--- src/rtl/dbns_to_binary_serial.sv ---
// Serial DBNS-to-binary converter: captures a six-slot DBNS sum plus three upper-slot
// carries, then accumulates one weighted term per cycle into an OUT_W-bit result.
module dbns_to_binary_serial #(
  parameter int unsigned OUT_W       = 16,
  parameter int unsigned W000        = 1,
  parameter int unsigned W001        = 3,
  parameter int unsigned W010        = 9,
  parameter int unsigned W100        = 2,
  parameter int unsigned W101        = 6,
  parameter int unsigned W110        = 18,
  parameter int unsigned CARRY_SCALE = 16
) (
  input  logic             clock,
  input  logic             reset_n,
  input  logic             in_valid,
  output logic             in_ready,
  input  logic [3:0]       d000,
  input  logic [3:0]       d001,
  input  logic [3:0]       d010,
  input  logic [3:0]       d100,
  input  logic [3:0]       d101,
  input  logic [3:0]       d110,
  input  logic [1:0]       c100,
  input  logic [1:0]       c101,
  input  logic [1:0]       c110,
  output logic             out_valid,
  input  logic             out_ready,
  output logic [OUT_W-1:0] result,
  output logic             overflow,
  output logic [1:0]       dbg_state
);

  // Handshakes: a word transfers on a rising edge where in_valid && in_ready; a result
  // transfers on a rising edge where out_valid && out_ready. Both readies/valids are registered.

  typedef enum logic [1:0] {
    IDLE  = 2'd0,
    ACCUM = 2'd1,
    DONE  = 2'd2
  } state_t;

  // Wide enough that no term or partial sum can lose bits before the overflow test.
  localparam int unsigned SUM_W = OUT_W + 33;

  state_t           state_q, state_d;
  logic [3:0]       k_q, k_d;
  logic [3:0]       d000_q, d000_d, d001_q, d001_d, d010_q, d010_d;
  logic [3:0]       d100_q, d100_d, d101_q, d101_d, d110_q, d110_d;
  logic [1:0]       c100_q, c100_d, c101_q, c101_d, c110_q, c110_d;
  logic [OUT_W-1:0] acc_q, acc_d;
  logic             ovf_q, ovf_d;
  logic             in_ready_q, in_ready_d;
  logic             out_valid_q, out_valid_d;
  logic [31:0]      term;
  logic [SUM_W-1:0] sum;

  always_comb begin
    term = '0;
    case (k_q)
      4'd0:    term = 32'(d000_q) * W000;
      4'd1:    term = 32'(d001_q) * W001;
      4'd2:    term = 32'(d010_q) * W010;
      4'd3:    term = 32'(d100_q) * W100;
      4'd4:    term = 32'(d101_q) * W101;
      4'd5:    term = 32'(d110_q) * W110;
      4'd6:    term = 32'(c100_q) * CARRY_SCALE * W100;
      4'd7:    term = 32'(c101_q) * CARRY_SCALE * W101;
      4'd8:    term = 32'(c110_q) * CARRY_SCALE * W110;
      default: term = '0;
    endcase
    sum = SUM_W'(acc_q) + SUM_W'(term);
  end

  always_comb begin
    state_d     = state_q;
    k_d         = k_q;
    d000_d      = d000_q;
    d001_d      = d001_q;
    d010_d      = d010_q;
    d100_d      = d100_q;
    d101_d      = d101_q;
    d110_d      = d110_q;
    c100_d      = c100_q;
    c101_d      = c101_q;
    c110_d      = c110_q;
    acc_d       = acc_q;
    ovf_d       = ovf_q;
    in_ready_d  = in_ready_q;
    out_valid_d = out_valid_q;
    case (state_q)
      IDLE: begin
        if (in_valid) begin
          d000_d     = d000;
          d001_d     = d001;
          d010_d     = d010;
          d100_d     = d100;
          d101_d     = d101;
          d110_d     = d110;
          c100_d     = c100;
          c101_d     = c101;
          c110_d     = c110;
          acc_d      = '0;
          ovf_d      = 1'b0;
          k_d        = 4'd0;
          in_ready_d = 1'b0;
          state_d    = ACCUM;
        end
      end
      ACCUM: begin
        acc_d = sum[OUT_W-1:0];
        ovf_d = ovf_q | (|sum[SUM_W-1:OUT_W]);
        k_d   = k_q + 4'd1;
        if (k_q == 4'd8) begin
          out_valid_d = 1'b1;
          state_d     = DONE;
        end
      end
      DONE: begin
        if (out_ready) begin
          out_valid_d = 1'b0;
          in_ready_d  = 1'b1;
          state_d     = IDLE;
        end
      end
      default: begin
        out_valid_d = 1'b0;
        in_ready_d  = 1'b1;
        state_d     = IDLE;
      end
    endcase
  end

  always_ff @(posedge clock or negedge reset_n) begin
    if (!reset_n) begin
      state_q     <= IDLE;
      k_q         <= '0;
      d000_q      <= '0;
      d001_q      <= '0;
      d010_q      <= '0;
      d100_q      <= '0;
      d101_q      <= '0;
      d110_q      <= '0;
      c100_q      <= '0;
      c101_q      <= '0;
      c110_q      <= '0;
      acc_q       <= '0;
      ovf_q       <= 1'b0;
      in_ready_q  <= 1'b1;
      out_valid_q <= 1'b0;
    end else begin
      state_q     <= state_d;
      k_q         <= k_d;
      d000_q      <= d000_d;
      d001_q      <= d001_d;
      d010_q      <= d010_d;
      d100_q      <= d100_d;
      d101_q      <= d101_d;
      d110_q      <= d110_d;
      c100_q      <= c100_d;
      c101_q      <= c101_d;
      c110_q      <= c110_d;
      acc_q       <= acc_d;
      ovf_q       <= ovf_d;
      in_ready_q  <= in_ready_d;
      out_valid_q <= out_valid_d;
    end
  end

  assign in_ready  = in_ready_q;
  assign out_valid = out_valid_q;
  assign result    = acc_q;
  assign overflow  = ovf_q;
  assign dbg_state = state_q;

endmodule

--- config.mk ---
export PLATFORM = sky130hd
export DESIGN_NAME = dbns_to_binary_serial
export DESIGN_NICKNAME = d
export VERILOG_FILES = /design/src/rtl/dbns_to_binary_serial.sv
export SDC_FILE = /design/constraint.sdc
export NUM_CORES = 1
export LEC_CHECK = 0
export BUFFER_PORTS_ARGS = -buffer_cell sky130_fd_sc_hd__buf_2
export CAP_MARGIN = 5
export CELL_PAD_IN_SITES_DETAIL_PLACEMENT = 2
export CELL_PAD_IN_SITES_GLOBAL_PLACEMENT = 2
export CORE_MARGIN = 2
export CORE_UTILIZATION = 37
export DETAILED_ROUTE_END_ITERATION = 6
export HOLD_SLACK_MARGIN = 0.12
export PLACE_DENSITY = 0.92
export RECOVER_POWER = 25
export SKIP_CTS_REPAIR_TIMING = 1
export SLEW_MARGIN = 20
export SYNTH_ARGS = -nofsm -noshare
export SYNTH_HDL_FRONTEND = slang
export SYNTH_SLANG_ARGS = --single-unit
--- constraint.sdc ---
create_clock -name clock -period 8.9 [get_ports clock]
set_input_delay 0.89 -clock clock [delete_from_list [all_inputs] [get_ports clock]]
set_output_delay 0.89 -clock clock [all_outputs]
set_load 0.01 [all_outputs]
## Word-level counts from Yosys, hierarchy flattened

Index checks and enable logic that the tools add are counted.

- Add/subtract/negate cells: 2
- Equal/unequal tests: 13
- Magnitude comparators: 0
- Multiply operators: 6
- Shifts and indexed selects: 0
- Reduce and logical (&&, ||, !) cells: 9
- Divide/modulo/power cells: 0
- Muxes and demuxes: 16
- Bitwise gates (word level): 3

Operators by type and width:

| kind | number |
|---|---|
| 11-bit one-hot mux with 9 select lines | 1 |
| 16-bit by 32-bit adder with 33-bit output | 1 |
| 33-bit OR reduction | 1 |
| 16-bit one-hot mux with 2 select lines | 1 |
| 4-bit by 3-bit equality test with 1-bit output (second input constant) | 4 |
| 4-bit by 4-bit multiplier with 8-bit output (second input constant) | 2 |
| 16-bit 2-to-1 mux | 1 |
| 4-bit by 2-bit multiplier with 6-bit output (second input constant) | 2 |
| 3-bit AND reduction | 3 |
| 4-bit by 2-bit equality test with 1-bit output (second input constant) | 2 |
| 4-bit one-hot mux with 2 select lines | 1 |
| 2-bit by 4-bit multiplier with 6-bit output (second input constant) | 1 |
| 2-bit 2-to-1 mux | 3 |
| 2-bit inequality test (second input constant) | 3 |
| 1-bit one-hot mux with 3 select lines | 2 |
| 2-bit one-hot mux with 3 select lines | 1 |
| 4-bit by 1-bit adder with 4-bit output (second input constant) | 1 |
| 4-bit by 1-bit equality test with 1-bit output (second input constant) | 1 |
| 4-bit equality test (second input constant) | 1 |
| 4-bit zero test | 1 |
| 2-bit by 2-bit multiplier with 4-bit output (second input constant) | 1 |
| 1-bit 2-to-1 mux | 4 |
| 4-bit 2-to-1 mux | 1 |
| 2-bit AND reduction | 2 |
| 7 further kinds | 8 |

- RAM bits: 0
- Word-level logic and storage cells: 64
- Output and inout port bits: 21
- Bits in latches: 0
- Memories: 0
- ROM bits: 0
- Register bits after elaboration: 55
- Bits of input ports: 34

## Longest topological paths before layout

- Depth in word-level cells: 6
- Gate-level depth with buffers: 14
- Depth with buffers taken out: 14

## Worst setup path before layout

Ideal clock, no wire load.

- Path kind: register -> register
- From: reg d001_q[1]
- To: reg acc_q[13] (netlist: result[13])
- Data required time: 8821 ps
- Data arrival time: 2843 ps
- Stages on the path, launching flop included: 14
- Setup time: 79 ps
- Slack: 5978 ps
- Path buffers: 0
- Cell sequence: dfrtp_1 -> ha_1 -> fa_1 -> a21oi_1 -> o21ai_0 -> a21o_1 -> a31oi_1 -> o21ai_0 -> ha_1 -> and3_2 -> nand2_2 -> a211o_1 -> a21oi_1 -> mux2i_1

- Longest elaborated chain between the ends: 4

RTL lines:

| element | RTL line | text |
|---|---|---|
| start: declaration | 47 | `logic [3:0] d000_q, d000_d, d001_q, d001_d, d010_q, d010_d;` |
| start signal: assignment | 138 | `d001_q <= '0;` |
| start signal: assignment | 154 | `d001_q <= d001_d;` |
| 4-bit by 2-bit multiplier with 6-bit output | 61 | `4'd1: term = 32'(d001_q) * W001;` |
| 11-bit one-hot mux with 9 select lines | 59 | `case (k_q)` |
| 16-bit by 32-bit adder with 33-bit output | 71 | `sum = SUM_W'(acc_q) + SUM_W'(term);` |
| 16-bit one-hot mux with 2 select lines | 90 | `case (state_q)` |
| end signal: assignment | 146 | `acc_q <= '0;` |
| end signal: assignment | 162 | `acc_q <= acc_d;` |
| end: declaration | 50 | `logic [OUT_W-1:0] acc_q, acc_d;` |

No other way between the ends.
A chain may end at the register's enable or synchronous reset.

## Worst setup path after layout

- From: reg d001_q[1]
- To: reg acc_q[9] (netlist: result[9])

The elaborated chain is that of the path after synthesis.

==> results list <==
- The flow ran to the end, but the final reports show violations.
- Failing checks: capacitance limit, slew limit
- The first global-routing pass estimated 18700 microns of wire.
* Worst max-slew margin expressed relative to the limit: -103%
- Cell repeated most along the worst path: sky130_fd_sc_hd__ha_1
- Effective utilization at floorplan: 38.4%
- Clock share of power: 10.6%
* Ordered list of cells on the worst path: ha_1 -> fa_1 -> xnor2_1 -> nand2_1 -> a311oi_1 -> ha_1 -> and2_4 -> a221oi_2 -> a21oi_2 -> or3_1 -> nand3_1
* Number of enable flip-flop cells after synthesis: 0
* Total clock buffers created by CTS: 5
- Final worst-path cycle share: 40.7%
- Summing every instance area after synthesis gives 3370 sq um.
- The floorplan has 34 rows.
- In this run, flip-flops and latches consume 32.6% of the power.
- In this run the deepest clock path goes through 2 buffers.
* Global routing usage summed across all routing layers: 23.9%
- The total overflow left after global routing is 0.
- Synthesis produced a netlist whose cell count is 387.
- Footprint of the multi-input gates: 1870 sq um
- Setup violations remaining at the end of the flow were counted as 0.
- Across the VDD grid, the largest voltage drop is 0.148 mV.
- The critical path is of the reg -> reg type.
- Vias: 3018
- In the routed design, unresolved DRC markers number 0.
- Most common library cell in the layout ignoring fill and taps: sky130_fd_sc_hd__nand2_1
- Internal power: 0.768 mW
- At the end of routability-driven placement, the weighted congestion stood at 0.870.
* Startpoint of the worst-slack reg-to-reg timing path: d001_q[1]
* Crit path arrival time: 3870 ps
- For the finished layout, the period the worst path requires is 3630 ps.
* Post-Place Setup Slack: 5360 ps
- DIE HEIGHT: 99.4 microns
- Final worst slack: 5270 ps
- Family with the most delay on the worst path: compound AO/OA/AOI/OAI gates
* Worst hold path startpoint: d100_q[2]
- Summing all flip-flop and latch instances after layout gives 1380 sq um.
- At the pin with the least slew margin, the transition time is 3040 ps.
- Of the total power, combinational logic draws 56.9%.
* Switching power of the nets: 0.734 mW
* Final antenna-violating net count: 0
* Number of antenna violations at the first check in global routing: 0
- Counting every net in the synthesized netlist gives 454.
- The tool flagged a number of max-cap violations equal to 1.
- CTS Root Cell: sky130_fd_sc_hd__clkbuf_8
- Clock-pin slew was measured on the worst setup and hold paths at 100 ps.
- Number of hold-slack violations in the final timing report: 0
- At the end of the flow, the number of nets in the layout was 498.
- Worst path slowest cell: sky130_fd_sc_hd__a311oi_1
- Antenna diode instance count: 0
* Leakage Power: 1.92 nW
* Total Routed Length: 10900 microns
* Number of distinct library cell variants in the gate-level netlist after synthesis: 50
- Crit. End Element: flop
- For this run, the detailed router's first-pass iteration total came to 5.
* Data required time of the critical path: 9150 ps
- The finished cells cover 3800 sq um.
- During synthesis, Yosys emitted a total of 0 warnings.
- Compared with the post-synthesis result, the final layout area differs by 12.9%.
* Count of filler cells inserted in the layout: 1016
* Avg Vias per Cell: 5.59
- Pin placement for this block handled 55 I/O pins.
- CP Launch Point: d001_q[1]
* Chip Width: 99.4 microns
* Initial DRC count: 169
- After detailed routing, the average wire length per cell comes to 20.1 microns.
* Most instantiated flip-flop cell in the synthesis netlist: sky130_fd_sc_hd__dfrtp_1
* Power per cell area: 395 nW/um^2
* Worst clock skew: 15.7 ps
* Share of flip-flops with an asynchronous set or reset: 100%
- The share of the Yosys chip area taken by registers is 40.9%.
* Quantity of I/O buffers inserted on ports: 54
- Derived from the worst setup path, the maximum achievable clock frequency is 0.276 GHz.
* Via count of the first global-routing pass: 3515
- Count of state elements after synthesis: 55
* Maximum number of pins on one net before global-route repair: 56
- Together, buffers and inverters on the worst path number 0.
- Number of levels in the clock H-tree: 2
* Worst min-delay path class: reg -> reg
- Mean Syn Cell Area: 8.71 sq um
- Core box area: 8760 sq um
- CP max stage delay: 530 ps
- Setup repair after global routing left no endpoint under its margin.
- The final max-slew violation count was 56.
* Share of final-layout standard cells stronger than drive strength 1: 17.1%
* Die area: 9890 sq um
- For this design, the sink count on the clock tree is 55.
- In this run the worst path has a maximum fanout of 4.
- Half-perimeter wire length after placement: 7870 microns
- TritonCTS built the clock tree.
- Sum of negative setup slack: 0 ps
- CP Launch Type: flop
- Summing all placed instances gives a cell area of 3710 sq um.
- The clock reaches the later pin of the worst-skew pair after 320 ps.
- In the layout the commonest cells are sky130_fd_sc_hd__nand2_1 (119), sky130_fd_sc_hd__dfrtp_1 (54), sky130_fd_sc_hd__buf_2 (54), sky130_fd_sc_hd__ha_1 (30), sky130_fd_sc_hd__a21oi_1 (23).
* Switching power share of the total: 48.9%
## registers in the layout (all words and copies together) (netlist names), 4 cells and up
| name | count |
|---|---|
| d101_q | 4 |
| result | 16 |
| d001_q | 4 |
| d010_q | 4 |
| d100_q | 4 |
| k_q | 4 |
| d000_q | 4 |
| d110_q | 4 |
## synthesized netlist by cell type (3+ instances only)
cell type | count | area, sq um
sky130_fd_sc_hd__a211oi_1 | 5 | 37.5
sky130_fd_sc_hd__a21o_1 | 5 | 37.5
sky130_fd_sc_hd__a21oi_1 | 23 | 115
sky130_fd_sc_hd__a222oi_1 | 3 | 30.0
sky130_fd_sc_hd__a22oi_1 | 4 | 30.0
sky130_fd_sc_hd__buf_2 | 7 | 35.0
sky130_fd_sc_hd__clkbuf_1 | 9 | 33.8
sky130_fd_sc_hd__dfrtp_1 | 54 | 1350
sky130_fd_sc_hd__fa_1 | 3 | 60.1
sky130_fd_sc_hd__ha_1 | 30 | 375
sky130_fd_sc_hd__inv_1 | 12 | 45.0
sky130_fd_sc_hd__mux2i_1 | 6 | 60.1
sky130_fd_sc_hd__nand2_1 | 119 | 447
sky130_fd_sc_hd__nand3_1 | 13 | 65.1
sky130_fd_sc_hd__nand4_1 | 4 | 25.0
sky130_fd_sc_hd__nor2_1 | 9 | 33.8
sky130_fd_sc_hd__nor3_1 | 3 | 15.0
sky130_fd_sc_hd__o21a_1 | 4 | 30.0
sky130_fd_sc_hd__o21ai_0 | 22 | 110
sky130_fd_sc_hd__o21ai_1 | 3 | 15.0
sky130_fd_sc_hd__o21bai_1 | 3 | 22.5
sky130_fd_sc_hd__xnor2_1 | 4 | 35.0
sky130_fd_sc_hd__xor2_1 | 8 | 70.1
## per-stage QoR
step	power (mW)	utilization (%)	hold WS, ps	instances
floorplan	1.05	-	437	387
global placement	1.25	42.3	449	532
detailed placement	1.34	42.3	480	532
CTS	1.51	43.5	500	540
global route	1.65	43.4	528	540
finish	1.50	43.4	504	540
## worst paths after layout
| check | end | slack (ps) | depth (start not counted) |
|---|---|---|---|
| hold / removal | d100_q[2] | 500 | 2 |
| min in group asynchronous | d101_q[2] | 1640 | 2 |
| setup reg to reg | result[9] | 5270 | 11 |
| max in group asynchronous | d000_q[3] | 5530 | 2 |
| setup / recovery | result[9] | 5270 | 11 |
| hold reg to reg | d100_q[2] | 500 | 2 |
## power by group through the flow
stage	Sequential, mW	Clock (mW)	Combinational [mW]
6_report	0.489	0.159	0.854
2_1_floorplan	0.449	0	0.604
3_3_place_gp	0.479	0	0.772
4_1_cts	0.489	0.161	0.861
3_5_place_dp	0.490	0	0.847
5_1_grt	0.507	0.172	0.967
## routing by layer
metal | share of wire (%) | vias up | wire length, microns | GRT usage, %
li1 | - | 1415 | - | -
met1 | 44 | 1501 | 4800 | 30.7
met2 | 50 | 81 | 5450 | 41.8
met3 | 3.6 | 21 | 388 | 3.58
met4 | 2.1 | 0 | 233 | 6.95
met5 | 0 | - | 0 | 0
## area by class of cell
| class | count | share of cell area, % |
|---|---|---|
| Clock buffer | 8 | 2.63 |
| Inverter | 12 | 1.18 |
| Multi-Input combinational cell | 301 | 49.0 |
| Sequential cell | 55 | 36.2 |
| Tap cell | 108 | 3.55 |
| Timing Repair Buffer | 56 | 7.40 |
## worst reg2reg max path: cells and delay by family, from the launching register on
kind	cells	cell delay, ps
simple gates	4	750
compound gates	3	1080
fa+ha+maj	3	1080
flops	1	460
xor+xnor	1	180
## logic make-up (layout without fill, tap and decap cells)
group	after synthesis	in the layout	share of synthesized area, %
buf+inv	31	76	3.82
mux	6	6	1.78
simple gates	161	161	20.1
flops	55	55	40.9
xor+xnor	12	12	3.12
fa+ha+maj	33	33	12.9
compound gates	89	89	17.3
No activity file was read; power rests on OpenSTA's default activity.
